File: src/rtl/fifo_lvl_if.sv
// fifo_lvl_if: push/pop/flag bundle for fifo_lvl.
// master = producer/consumer side, slave = FIFO side.
// FIFO_LVL_ERR_FLAGS_EN adds sticky ovf_o/udf_o.
interface fifo_lvl_if #(
  parameter int WIDTH = 8,
  parameter int DEPTH = 10
);
  localparam int LW = $clog2(DEPTH + 1);

  logic             flush_i;
  logic             push_i;
  logic [WIDTH-1:0] data_i;
  logic             pop_i;
  logic [WIDTH-1:0] data_o;
  logic             empty_o;
  logic             full_o;
  logic             afull_o;
  logic             aempty_o;
  logic [LW-1:0]    level_o;
`ifdef FIFO_LVL_ERR_FLAGS_EN
  logic             ovf_o;
  logic             udf_o;

  modport master (
    output flush_i, push_i, data_i, pop_i,
    input  data_o, empty_o, full_o,
    input  afull_o, aempty_o, level_o,
    input  ovf_o, udf_o
  );
  modport slave (
    input  flush_i, push_i, data_i, pop_i,
    output data_o, empty_o, full_o,
    output afull_o, aempty_o, level_o,
    output ovf_o, udf_o
  );
`else
  modport master (
    output flush_i, push_i, data_i, pop_i,
    input  data_o, empty_o, full_o,
    input  afull_o, aempty_o, level_o
  );
  modport slave (
    input  flush_i, push_i, data_i, pop_i,
    output data_o, empty_o, full_o,
    output afull_o, aempty_o, level_o
  );
`endif
endinterface

File: src/rtl/fifo_lvl.sv
// fifo_lvl: single-clock show-ahead FIFO with level, thresholds,
// flush and guarded push/pop; any DEPTH >= 2.
// Ports: clk_i, rst_i (sync, active-high), bus (fifo_lvl_if.slave):
//   flush_i push_i data_i pop_i -> data_o empty_o full_o
//   afull_o aempty_o level_o. Macro FIFO_LVL_ERR_FLAGS_EN adds
//   sticky ovf_o/udf_o (cleared by rst_i only).
module fifo_lvl #(
  parameter int WIDTH      = 8,
  parameter int DEPTH      = 10,
  parameter int AFULL_THR  = DEPTH - 2,
  parameter int AEMPTY_THR = 2
) (
  input  logic     clk_i,
  input  logic     rst_i,
  fifo_lvl_if.slave bus
);
  localparam int PW = $clog2(DEPTH);
  localparam int LW = $clog2(DEPTH + 1);

  localparam logic [PW-1:0] PTR_LAST = PW'(DEPTH - 1);
  localparam logic [LW-1:0] LVL_MAX  = LW'(DEPTH);
  localparam logic [LW-1:0] LVL_AF   = LW'(AFULL_THR);
  localparam logic [LW-1:0] LVL_AE   = LW'(AEMPTY_THR);

  if (DEPTH < 2) begin : g_bad_depth
    $fatal(1, "fifo_lvl: DEPTH must be >= 2");
  end
  if (AFULL_THR < 1 || AFULL_THR > DEPTH) begin : g_bad_af
    $fatal(1, "fifo_lvl: AFULL_THR out of 1..DEPTH");
  end
  if (AEMPTY_THR < 0 || AEMPTY_THR > DEPTH - 1) begin : g_bad_ae
    $fatal(1, "fifo_lvl: AEMPTY_THR out of 0..DEPTH-1");
  end

  logic [WIDTH-1:0] mem_q [DEPTH];

  logic [PW-1:0] wr_ptr_q, wr_ptr_d;
  logic [PW-1:0] rd_ptr_q, rd_ptr_d;
  logic [LW-1:0] level_q, level_d;

  logic full, empty;
  logic push_acc, pop_acc;
  logic wr_en;

  // Explicit wrap: DEPTH need not be a power of two.
  function automatic logic [PW-1:0] ptr_inc(
    input logic [PW-1:0] p
  );
    return (p == PTR_LAST) ? '0 : p + 1'b1;
  endfunction

  assign full  = (level_q == LVL_MAX);
  assign empty = (level_q == '0);

  // Push at full is legal only alongside a pop:
  // the write lands in the slot being freed.
  assign push_acc = bus.push_i & (~full | bus.pop_i);
  assign pop_acc  = bus.pop_i & ~empty;

  always_comb begin
    wr_ptr_d = wr_ptr_q;
    rd_ptr_d = rd_ptr_q;
    level_d  = level_q;
    wr_en    = 1'b0;
    if (bus.flush_i) begin
      wr_ptr_d = '0;
      rd_ptr_d = '0;
      level_d  = '0;
    end else begin
      if (push_acc) begin
        wr_ptr_d = ptr_inc(wr_ptr_q);
        wr_en    = 1'b1;
      end
      if (pop_acc) begin
        rd_ptr_d = ptr_inc(rd_ptr_q);
      end
      unique case ({push_acc, pop_acc})
        2'b10:   level_d = level_q + 1'b1;
        2'b01:   level_d = level_q - 1'b1;
        default: level_d = level_q;
      endcase
    end
  end

  always_ff @(posedge clk_i) begin
    if (rst_i) begin
      wr_ptr_q <= '0;
      rd_ptr_q <= '0;
      level_q  <= '0;
    end else begin
      wr_ptr_q <= wr_ptr_d;
      rd_ptr_q <= rd_ptr_d;
      level_q  <= level_d;
    end
  end

  // Storage is never cleared; reset only blocks the write.
  always_ff @(posedge clk_i) begin
    if (wr_en && !rst_i) begin
      mem_q[wr_ptr_q] <= bus.data_i;
    end
  end

  assign bus.data_o   = mem_q[rd_ptr_q];
  assign bus.empty_o  = empty;
  assign bus.full_o   = full;
  assign bus.afull_o  = (level_q >= LVL_AF);
  assign bus.aempty_o = (level_q <= LVL_AE);
  assign bus.level_o  = level_q;

`ifdef FIFO_LVL_ERR_FLAGS_EN
  logic ovf_q, udf_q;

  // Sticky; flush deliberately leaves them alone.
  always_ff @(posedge clk_i) begin
    if (rst_i) begin
      ovf_q <= 1'b0;
      udf_q <= 1'b0;
    end else begin
      if (bus.push_i & full & ~bus.pop_i) ovf_q <= 1'b1;
      if (bus.pop_i & empty)              udf_q <= 1'b1;
    end
  end

  assign bus.ovf_o = ovf_q;
  assign bus.udf_o = udf_q;
`endif
endmodule

File: src/flat_wrapper.sv
// flat-port wrapper written by rule: the top's interface ports become plain ports
module fifo_lvl_flat 
#(
  parameter int WIDTH      = 8,
  parameter int DEPTH      = 10,
  parameter int AFULL_THR  = DEPTH - 2,
  parameter int AEMPTY_THR = 2
)
  (clk_i, rst_i, bus_flush_i, bus_push_i, bus_data_i, bus_pop_i, bus_data_o, bus_empty_o, bus_full_o, bus_afull_o, bus_aempty_o, bus_level_o);
  fifo_lvl_if #(.WIDTH(WIDTH), .DEPTH(DEPTH)) bus_i ();
  input  logic clk_i;
  input  logic rst_i;
  input wire logic [$bits(bus_i.flush_i)-1:0] bus_flush_i;
  input wire logic [$bits(bus_i.push_i)-1:0] bus_push_i;
  input wire logic [$bits(bus_i.data_i)-1:0] bus_data_i;
  input wire logic [$bits(bus_i.pop_i)-1:0] bus_pop_i;
  output wire logic [$bits(bus_i.data_o)-1:0] bus_data_o;
  output wire logic [$bits(bus_i.empty_o)-1:0] bus_empty_o;
  output wire logic [$bits(bus_i.full_o)-1:0] bus_full_o;
  output wire logic [$bits(bus_i.afull_o)-1:0] bus_afull_o;
  output wire logic [$bits(bus_i.aempty_o)-1:0] bus_aempty_o;
  output wire logic [$bits(bus_i.level_o)-1:0] bus_level_o;
  assign bus_i.flush_i = bus_flush_i;
  assign bus_i.push_i = bus_push_i;
  assign bus_i.data_i = bus_data_i;
  assign bus_i.pop_i = bus_pop_i;
  assign bus_data_o = bus_i.data_o;
  assign bus_empty_o = bus_i.empty_o;
  assign bus_full_o = bus_i.full_o;
  assign bus_afull_o = bus_i.afull_o;
  assign bus_aempty_o = bus_i.aempty_o;
  assign bus_level_o = bus_i.level_o;
  fifo_lvl #(.WIDTH(WIDTH), .DEPTH(DEPTH), .AFULL_THR(AFULL_THR), .AEMPTY_THR(AEMPTY_THR)) u_core (.clk_i(clk_i), .rst_i(rst_i), .bus(bus_i));
endmodule
File: config.mk
export PLATFORM = sky130hd
export DESIGN_NAME = fifo_lvl_flat
export DESIGN_NICKNAME = d
export VERILOG_FILES = /design/src/rtl/fifo_lvl_if.sv /design/src/rtl/fifo_lvl.sv /design/src/flat_wrapper.sv
export SDC_FILE = /design/constraint.sdc
export NUM_CORES = 1
export LEC_CHECK = 0
export BUFFER_PORTS_ARGS = -buffer_cell sky130_fd_sc_hd__buf_4
export CAP_MARGIN = 20
export CORE_UTILIZATION = 54
export CTS_BUF_LIST = sky130_fd_sc_hd__clkbuf_16
export CTS_CLUSTER_SIZE = 12
export DETAILED_ROUTE_END_ITERATION = 7
export MAX_ROUTING_LAYER = met4
export PLACE_DENSITY = 0.75
export SYNTH_ARGS = -nofsm -noshare
export SYNTH_HDL_FRONTEND = slang
export SYNTH_SLANG_ARGS = --single-unit
File: constraint.sdc
create_clock -name clk_i -period 3.2 [get_ports clk_i]
set_input_delay 0.64 -clock clk_i [delete_from_list [all_inputs] [get_ports clk_i]]
set_output_delay 0.64 -clock clk_i [all_outputs]
set_load 0.005 [all_outputs]
==> impl_results.md, run 1 <==
- Initial core utilization: 0.557
- Initial DRC count: 132
- CTS resizes: 0
- Synth Instances: 262
- WHS: 516 ps
- Hold Buf Count CTS: 0
- Hold Violations, Final: 0
- Die height: 88.3 um
- Combinational power share: 0.042
- Layout cells sized above 1: 0.291
- Vias in the first global route: 2263
- GPL Wtd Cong: 0.796
- Port Buffer Count: 28
- R2R setup slack: 660 ps
- Syn nets: 278
- Kind of critical path: reg2out
- Setup_tns: 0 ps
- FP Rows: 31
- Final worst-path cycle share: 0.858
- Pre-CTS setup slack: 660 ps
- Worst reg-to-reg path cell count: 9
- CP Capture Type: output port
- Wire per inst: 18.1 um
- Fill count: 527
- Mean Syn Cell Area: 15.3 um2
- Fin area: 4650 um2
- Status: completed
- Final Max Tran Viols: 0
- Worst r2r dst: u_core.bus.level_o[2]
- Worst EP arrival: 2100 ps
- First-pass GRT wire length: 11400 um
- Setup bufs post-CTS: 0
- # IOs: 29
- #FFs+latches synth: 96
- Max-cap violations: 0
- YS warnings: 0
- Pint: 0.00210 W
- Cell Area, Synth: 4020 um2
- Clock sinks: 96
- Antenna violations before repair: 0
- P per Cell Area: 559 nW/um2
- Die area: 7790 um2
- Worst-Margin Slew: 709 ps
- Final wirelength: 7280 um
- Placed Instance Area: 4340 um2
- Worst hold endpoint: u_core.wr_ptr_q[3]
- Setup violators final: 0
- Max H-tree Level: 3
- Post-synth cell types: 43
- Worst slew margin: 0.526
- Pin count of the biggest net entering global routing: 30
- Core area: 7210 um2
- Register share of total power: 0.526
- Worst r2r src: u_core.bus.level_o[2]
- Crit path required time: 2560 ps
- Area Growth Syn to Fin: 15.8%
- Post-DP HPWL: 4810 um
- Final worst slack: 455 ps
- Multi-input logic area: 1190 um2
- Clock power frac: 0.431
- Fin util: 0.645
- Pre-antenna DRT Iters: 4
- Inserted Diodes: 0
- Max FO, Critical Path: 29
- Die X: 88.3 um
- Switch Pwr: 0.000505 W
- GRT Total Usage: 0.212
- Final clock skew: 7.06 ps
- CTS Buf Count: 9
- Startpoint class of the critical path: flop
- Min-delay src: u_core.wr_ptr_q[3]
- Fmax: 364 MHz
- Switching share of power: 0.194
- Gr ovfl total: 0
- # DRC: 0
- CTS tree: yes
- Register area share after synthesis: 0.677
- Root buffer cell: clkbuf_16
- Clk_lat worst skew: 330 ps
- Worst hold path type: reg2reg
- Hold Crit Depth: 2
- Antenna viol nets, final: 0
- Clock Path Buffers: 2
- Final net count: 313
- RSZ-0062 raised after global routing: no
- Worst-case vdd ir drop: 0.294 mV
- P_leak: 1.51 nW
- Min cycle time layout: 2740 ps
- Clk pin slew, worst setup/hold paths: 60 ps
- Via/cell ratio: 5.63
- Register area: 2720 um2
- Vias post-DR: 2256
Yosys cell counts (all sizes together):
cell type  number  share of area
a2111oi         1         0.0022
a211oi          2         0.0037
a21oi           9          0.011
a221o           4          0.010
a22oi           4         0.0075
a41oi           1         0.0022
and2            1         0.0022
buf             7          0.020
clkbuf          4         0.0037
dfxtp          16          0.080
edfxtp         80           0.60
ha              3         0.0093
inv             5         0.0047
mux2           24          0.067
mux2i          17          0.042
nand2          15          0.014
nand2b          6         0.0093
nand3           1         0.0025
nand3b          2         0.0037
nand4b          1         0.0022
nand4bb         1         0.0068
nor2            9         0.0084
nor2b           3         0.0047
nor3            5         0.0075
nor4            2         0.0031
o211ai          2         0.0072
o21a            1         0.0019
o21ai          13          0.020
o221ai          4         0.0087
o22ai           4         0.0062
o32ai           2         0.0044
or2             1         0.0016
or3             6          0.011
or4             1         0.0028
xnor2           1         0.0022
xor2            4         0.0087
worst max-delay path, cell delays in order (launching register included):
cell     delay [ps]
dfxtp_2         540
buf_12          260
mux2_2          350
o22ai_1         210
a221o_1         180
o21ai_2          60
buf_4           150
cell type report:
class | instances | area share
inverter | 5 | 0.00403
multi-input combinational | 150 | 0.257
tap | 99 | 0.0266
sequential | 96 | 0.585
clock inverter | 7 | 0.0199
clock buffer | 9 | 0.0484
timing repair buffer | 35 | 0.0591
layer usage:
layer / part of all wire / global-route usage / vias to the layer above
met2: 0.52 / 0.361 / 56
met4: 0.017 / 0.0792 / 0
met1: 0.42 / 0.247 / 1104
met5: 0 / - / -
met3: 0.040 / 0.0476 / 10
li1: - / - / 1086
cells in the final DEF (no fill, tap or decap), types with 5 or more instances in the layout:
cell        n
nand2b_1    6
nand2_1    15
mux2_2     24
dfxtp_1    15
nor2_1      9
clkbuf_16   9
buf_4      34
inv_1       5
edfxtp_1   80
a21oi_1     9
or3_1       5
mux2i_1    17
o21ai_1     5
state kept, by name, indices dropped and copies added (netlist names), named ones only:
signal,count
u_core.bus.level_o,4
u_core.mem_q,80
u_core.wr_ptr_q,4
u_core.rd_ptr_q,4
power groups by stage:
| stage | clock network (W) | registers [W] | logic (W) |
|---|---|---|---|
| after floorplan | 0 | 0.00139 | 0.0000674 |
| after global placement | 0 | 0.00140 | 0.000110 |
| after detailed placement | 0 | 0.00140 | 0.000111 |
| after CTS | 0.00114 | 0.00137 | 0.000112 |
| after global routing | 0.00118 | 0.00137 | 0.000121 |
| final | 0.00112 | 0.00137 | 0.000111 |
cell families after synthesis:
| kind of cell | after synthesis | share of synthesized area |
|---|---|---|
| buffers and inverters | 16 | 0.0286 |
| AND/OR/NAND/NOR | 54 | 0.0794 |
| AO/OA/AOI/OAI | 47 | 0.0850 |
| XOR/XNOR | 5 | 0.0109 |
| multiplexers | 41 | 0.110 |
| flip-flops | 96 | 0.677 |
| adder cells (fa/ha/maj) | 3 | 0.00934 |
stage by stage:
stage               total power (W)  cells
finish                      0.00260    401
global route                0.00267    401
CTS                         0.00262    401
detailed placement          0.00151    385
global placement            0.00151    385
floorplan                   0.00146    262
worst max path at each step:
stage	startpoint	to	depth (start not counted)
final	flop	bus_data_o[6]	6
after global placement	bus_flush_i	u_core.mem_q[2][2]	5
after detailed placement	bus_flush_i	u_core.mem_q[2][6]	5
after global routing	flop	bus_data_o[6]	6
after floorplan	u_core.bus.level_o[1]	u_core.bus.level_o[2]	10
after CTS	flop	bus_data_o[6]	6
Note: power is estimated with default switching activity, not from simulation.
==> inputs of run 2 (changes only) <==
- CTS_BUF_LIST: sky130_fd_sc_hd__clkbuf_16 -> default
==> impl_results.md, run 2 (synthesis gave the netlist of run 1 again) <==
- Status: completed
- Max H-tree Level: 3
- Top reg by flops: u_core.mem_q
- Setup_tns: 0 ps
- Clock Path Buffers: 2
- # IOs: 29
- # DRC: 0
- Die height: 88.3 um
- Min cycle time layout: 2770 ps
- Die area: 7790 um2
- Core area: 7210 um2
- CP peak stage delay: 550 ps
- CTS tree: yes
- Non-Filler Instances: 401
- Wire per inst: 17.8 um
- Post-DP HPWL: 4810 um
- Startpoint class of the critical path: flop
- Clock sinks: 96
- Crit-path leading delay family: flip-flops
- Antenna violations before repair: 0
- Final net count: 313
- Gr ovfl total: 0
- Port Buffer Count: 28
- Layout cells sized above 1: 0.291
- Final worst-path cycle share: 0.866
- Kind of critical path: reg2out
- Pin count of the biggest net entering global routing: 30
- Initial core utilization: 0.557
- Fin area: 4550 um2
- Hold Buf Count CTS: 0
- GPL Wtd Cong: 0.796
- Vias post-DR: 2236
- Crit path required time: 2560 ps
- Worst path cell trace: buf_12 -> mux2_2 -> o22ai_1 -> a221o_1 -> o21ai_2 -> buf_4
- Setup violators final: 0
- Fill count: 546
- First-pass GRT wire length: 11100 um
- Inserted Diodes: 0
- Vias in the first global route: 2270
- FP Rows: 31
- Critical path buffers and inverters: 2
- Worst EP arrival: 2130 ps
- P_leak: 1.47 nW
- Max FFs per register: 80
- Final wirelength: 7150 um
- Leading cell type in the layout, fill and taps excluded: edfxtp_1
- Initial DRC count: 92
- Tot Pwr: 0.00232 W
- Max FO, Critical Path: 29
- Worst-Margin Slew: 697 ps
- GRT Total Usage: 0.208
- Slowest-stage cell, CP: dfxtp_2
- Final Max Tran Viols: 0
- CP Capture Type: output port
- Max-cap violations: 0
- Final clock skew: 9.30 ps
- Clk_lat worst skew: 340 ps
- CTS Buf Count: 9
- Worst hold path type: reg2reg
- Leading cell types in the layout, fill and taps excluded: edfxtp_1, buf_4, mux2_2
- RSZ-0062 raised after global routing: no
- Placed insts: 385
- Pre-antenna DRT Iters: 4
- Worst slew margin: 0.533
- Worst-case vdd ir drop: 0.290 mV
- Root buffer cell: clkbuf_8
- P per Cell Area: 509 nW/um2
- Die X: 88.3 um
- Via/cell ratio: 5.58
- Clk pin slew, worst setup/hold paths: 90 ps
- Placed Instance Area: 4340 um2
- Antenna viol nets, final: 0
- Setup bufs post-CTS: 0
- Hold Violations, Final: 0
- Area Growth Syn to Fin: 13.3%
- Fmax: 361 MHz
- CTS resizes: 0
==> run 2: cell counts in the layout (fill, tap and decap cells not counted) <==
Identical to the previous run, type by type.
==> run 2: cell type report <==
type | count | area [um2] | area share
sequential | 96 | 2720 | 0.598
multi-input combinational | 150 | 1190 | 0.262
timing repair buffer | 35 | 275 | 0.0605
clock buffer | 9 | 124 | 0.0272
tap | 99 | 124 | 0.0272
clock inverter | 7 | 92.6 | 0.0203
inverter | 5 | 18.8 | 0.00412
==> run 2: worst paths after layout <==
kind | startpoint | slack, ps | end | cells past startpoint
setup / recovery | flop | 430 | bus_data_o[6] | 6
hold / removal | u_core.wr_ptr_q[3] | 510 | u_core.wr_ptr_q[3] | 2
setup reg to reg | u_core.bus.level_o[2] | 660 | u_core.bus.level_o[2] | 9
hold reg to reg | u_core.wr_ptr_q[3] | 510 | u_core.wr_ptr_q[3] | 2
==> run 2: where the power goes <==
part	internal (W)	switching (W)	total [W]
Combinational	0.0000538	0.0000563	0.000110
Sequential	0.00136	0.0000108	0.00137
Clock	0.000441	0.000400	0.000841
Total	0.00185	0.000467	0.00232
==> run 2: tightest hold or removal path, stage by stage, from the launching register on <==
cell and delay, ps:
dfxtp_1 350, nand2_1 60, o32ai_1 60
==> run 2: layer usage <==
layer | track usage | part of all wire | vias up
li1 | - | - | 1081
met1 | 0.235 | 0.42 | 1101
met2 | 0.359 | 0.53 | 45
met3 | 0.0522 | 0.034 | 9
met4 | 0.0733 | 0.017 | 0
met5 | - | 0 | -
==> run 2: stage by stage <==
stage                      util  setup WS (ps)  hold WS [ps]
final                     0.631            428           512
after global routing      0.631            332           524
after detailed placement  0.601            660           493
after floorplan               -            828           459
after global placement    0.601            737           489
after CTS                 0.631            413           507
==> inputs of run 3 (changes only) <==
- CELL_PAD_IN_SITES_DETAIL_PLACEMENT: default -> 0
- CELL_PAD_IN_SITES_GLOBAL_PLACEMENT: default -> 2
- CORE_UTILIZATION: 54 -> 43
- GPL_ROUTABILITY_DRIVEN: default -> 1
- PLACE_DENSITY: 0.75 -> 0.8
==> impl_results.md, run 3 (synthesis gave the netlist of run 1 again) <==
- GPL Wtd Cong: 0.822
- Top reg by flops: u_core.mem_q
- Wire per inst: 18.0 um
- Final wirelength: 7470 um
- Max FFs per register: 80
- Placed insts: 399
- Non-Filler Instances: 415
- Initial core utilization: 0.452
- Kind of critical path: reg2out
- CTS Buf Count: 9
- Fmax: 354 MHz
- # DRC: 0
- WHS: 503 ps
- Clk pin slew, worst setup/hold paths: 90 ps
- Die X: 98.7 um
- First-pass GRT wire length: 11800 um
- Antenna violations before repair: 0
- Clk_lat worst skew: 360 ps
- # IOs: 29
- Antenna viol nets, final: 0
- Die height: 98.7 um
- Hold Buf Count CTS: 0
- Final worst-path cycle share: 0.884
- Initial DRC count: 69
- Min cycle time layout: 2830 ps
- Gr ovfl total: 0
- P_leak: 1.50 nW
- Startpoint class of the critical path: flop
- Setup_tns: 0 ps
- Inserted Diodes: 0
- Worst slew margin: 0.454
- Leading cell type in the layout, fill and taps excluded: edfxtp_1
- Leading cell types in the layout, fill and taps excluded: edfxtp_1, buf_4, mux2_2
- Setup violators final: 0
- Layout cells sized above 1: 0.306
- Port Buffer Count: 28
- Final Max Tran Viols: 0
- Hold Violations, Final: 0
- GRT Total Usage: 0.171
- Worst hold path type: reg2reg
- Clock sinks: 96
- Max-cap violations: 0
- RSZ-0062 raised after global routing: no
- CTS tree: yes
- Max FO, Critical Path: 21
- Core area: 8890 um2
- Worst-case vdd ir drop: 0.192 mV
- Tot Pwr: 0.00230 W
- Root buffer cell: clkbuf_8
- P per Cell Area: 500 nW/um2
- Crit path required time: 2560 ps
- Pre-antenna DRT Iters: 4
- Fin util: 0.518
- Die area: 9740 um2
- Vias in the first global route: 2174
- Area Growth Syn to Fin: 14.6%
- Clock Path Buffers: 2
- CTS resizes: 0
- Setup bufs post-CTS: 0
- Max H-tree Level: 3
- FP Rows: 34
- Final net count: 318
- Worst-Margin Slew: 817 ps
- Vias post-DR: 2253
- Via/cell ratio: 5.43
- Pin count of the biggest net entering global routing: 22
- Post-DP HPWL: 5110 um
- Status: completed
- Final clock skew: 10.5 ps
- CP Capture Type: output port
- Worst EP arrival: 2190 ps
## run 3: layout make-up
class / instances / area [um2]
Fill cell: 767 / 4290
Sequential cell: 96 / 2720
Multi-Input combinational cell: 150 / 1190
Timing Repair Buffer: 40 / 313
Clock buffer: 14 / 205
Tap cell: 108 / 135
Inverter: 5 / 18.8
Clock inverter: 2 / 15.0
## run 3: worst paths after layout
kind	from	cells past startpoint	endpoint	slack (ps)
max	flop	5	bus_data_o[3]	370
min	u_core.wr_ptr_q[3]	2	u_core.wr_ptr_q[3]	500
max reg2reg	u_core.bus.level_o[1]	9	u_core.bus.level_o[2]	690
min reg2reg	u_core.wr_ptr_q[3]	2	u_core.wr_ptr_q[3]	500
## run 3: through the flow
stage / setup WS [ps] / area, um2
floorplan: 828 / 4020
global placement: 663 / 4390
detailed placement: 631 / 4390
CTS: 291 / 4610
global route: 245 / 4610
finish: 372 / 4610
## run 3: power breakdown
group	internal [W]	switching [W]	total (W)
Combinational	0.0000542	0.0000548	0.000109
Sequential	0.00136	0.0000123	0.00137
Clock	0.000424	0.000399	0.000823
Total	0.00184	0.000466	0.00230
## run 3: worst max-delay path, cell delays in order (launching register included)
cell	delay, ps
dfxtp_2	730
buf_12	270
mux2_2	360
o221ai_1	200
o21ai_1	90
buf_4	160
## run 3: metal layers
metal / track usage / share of wire
met1: 0.207 / 0.44
met2: 0.272 / 0.49
met3: 0.0362 / 0.040
met4: 0.0907 / 0.027
met5: - / 0
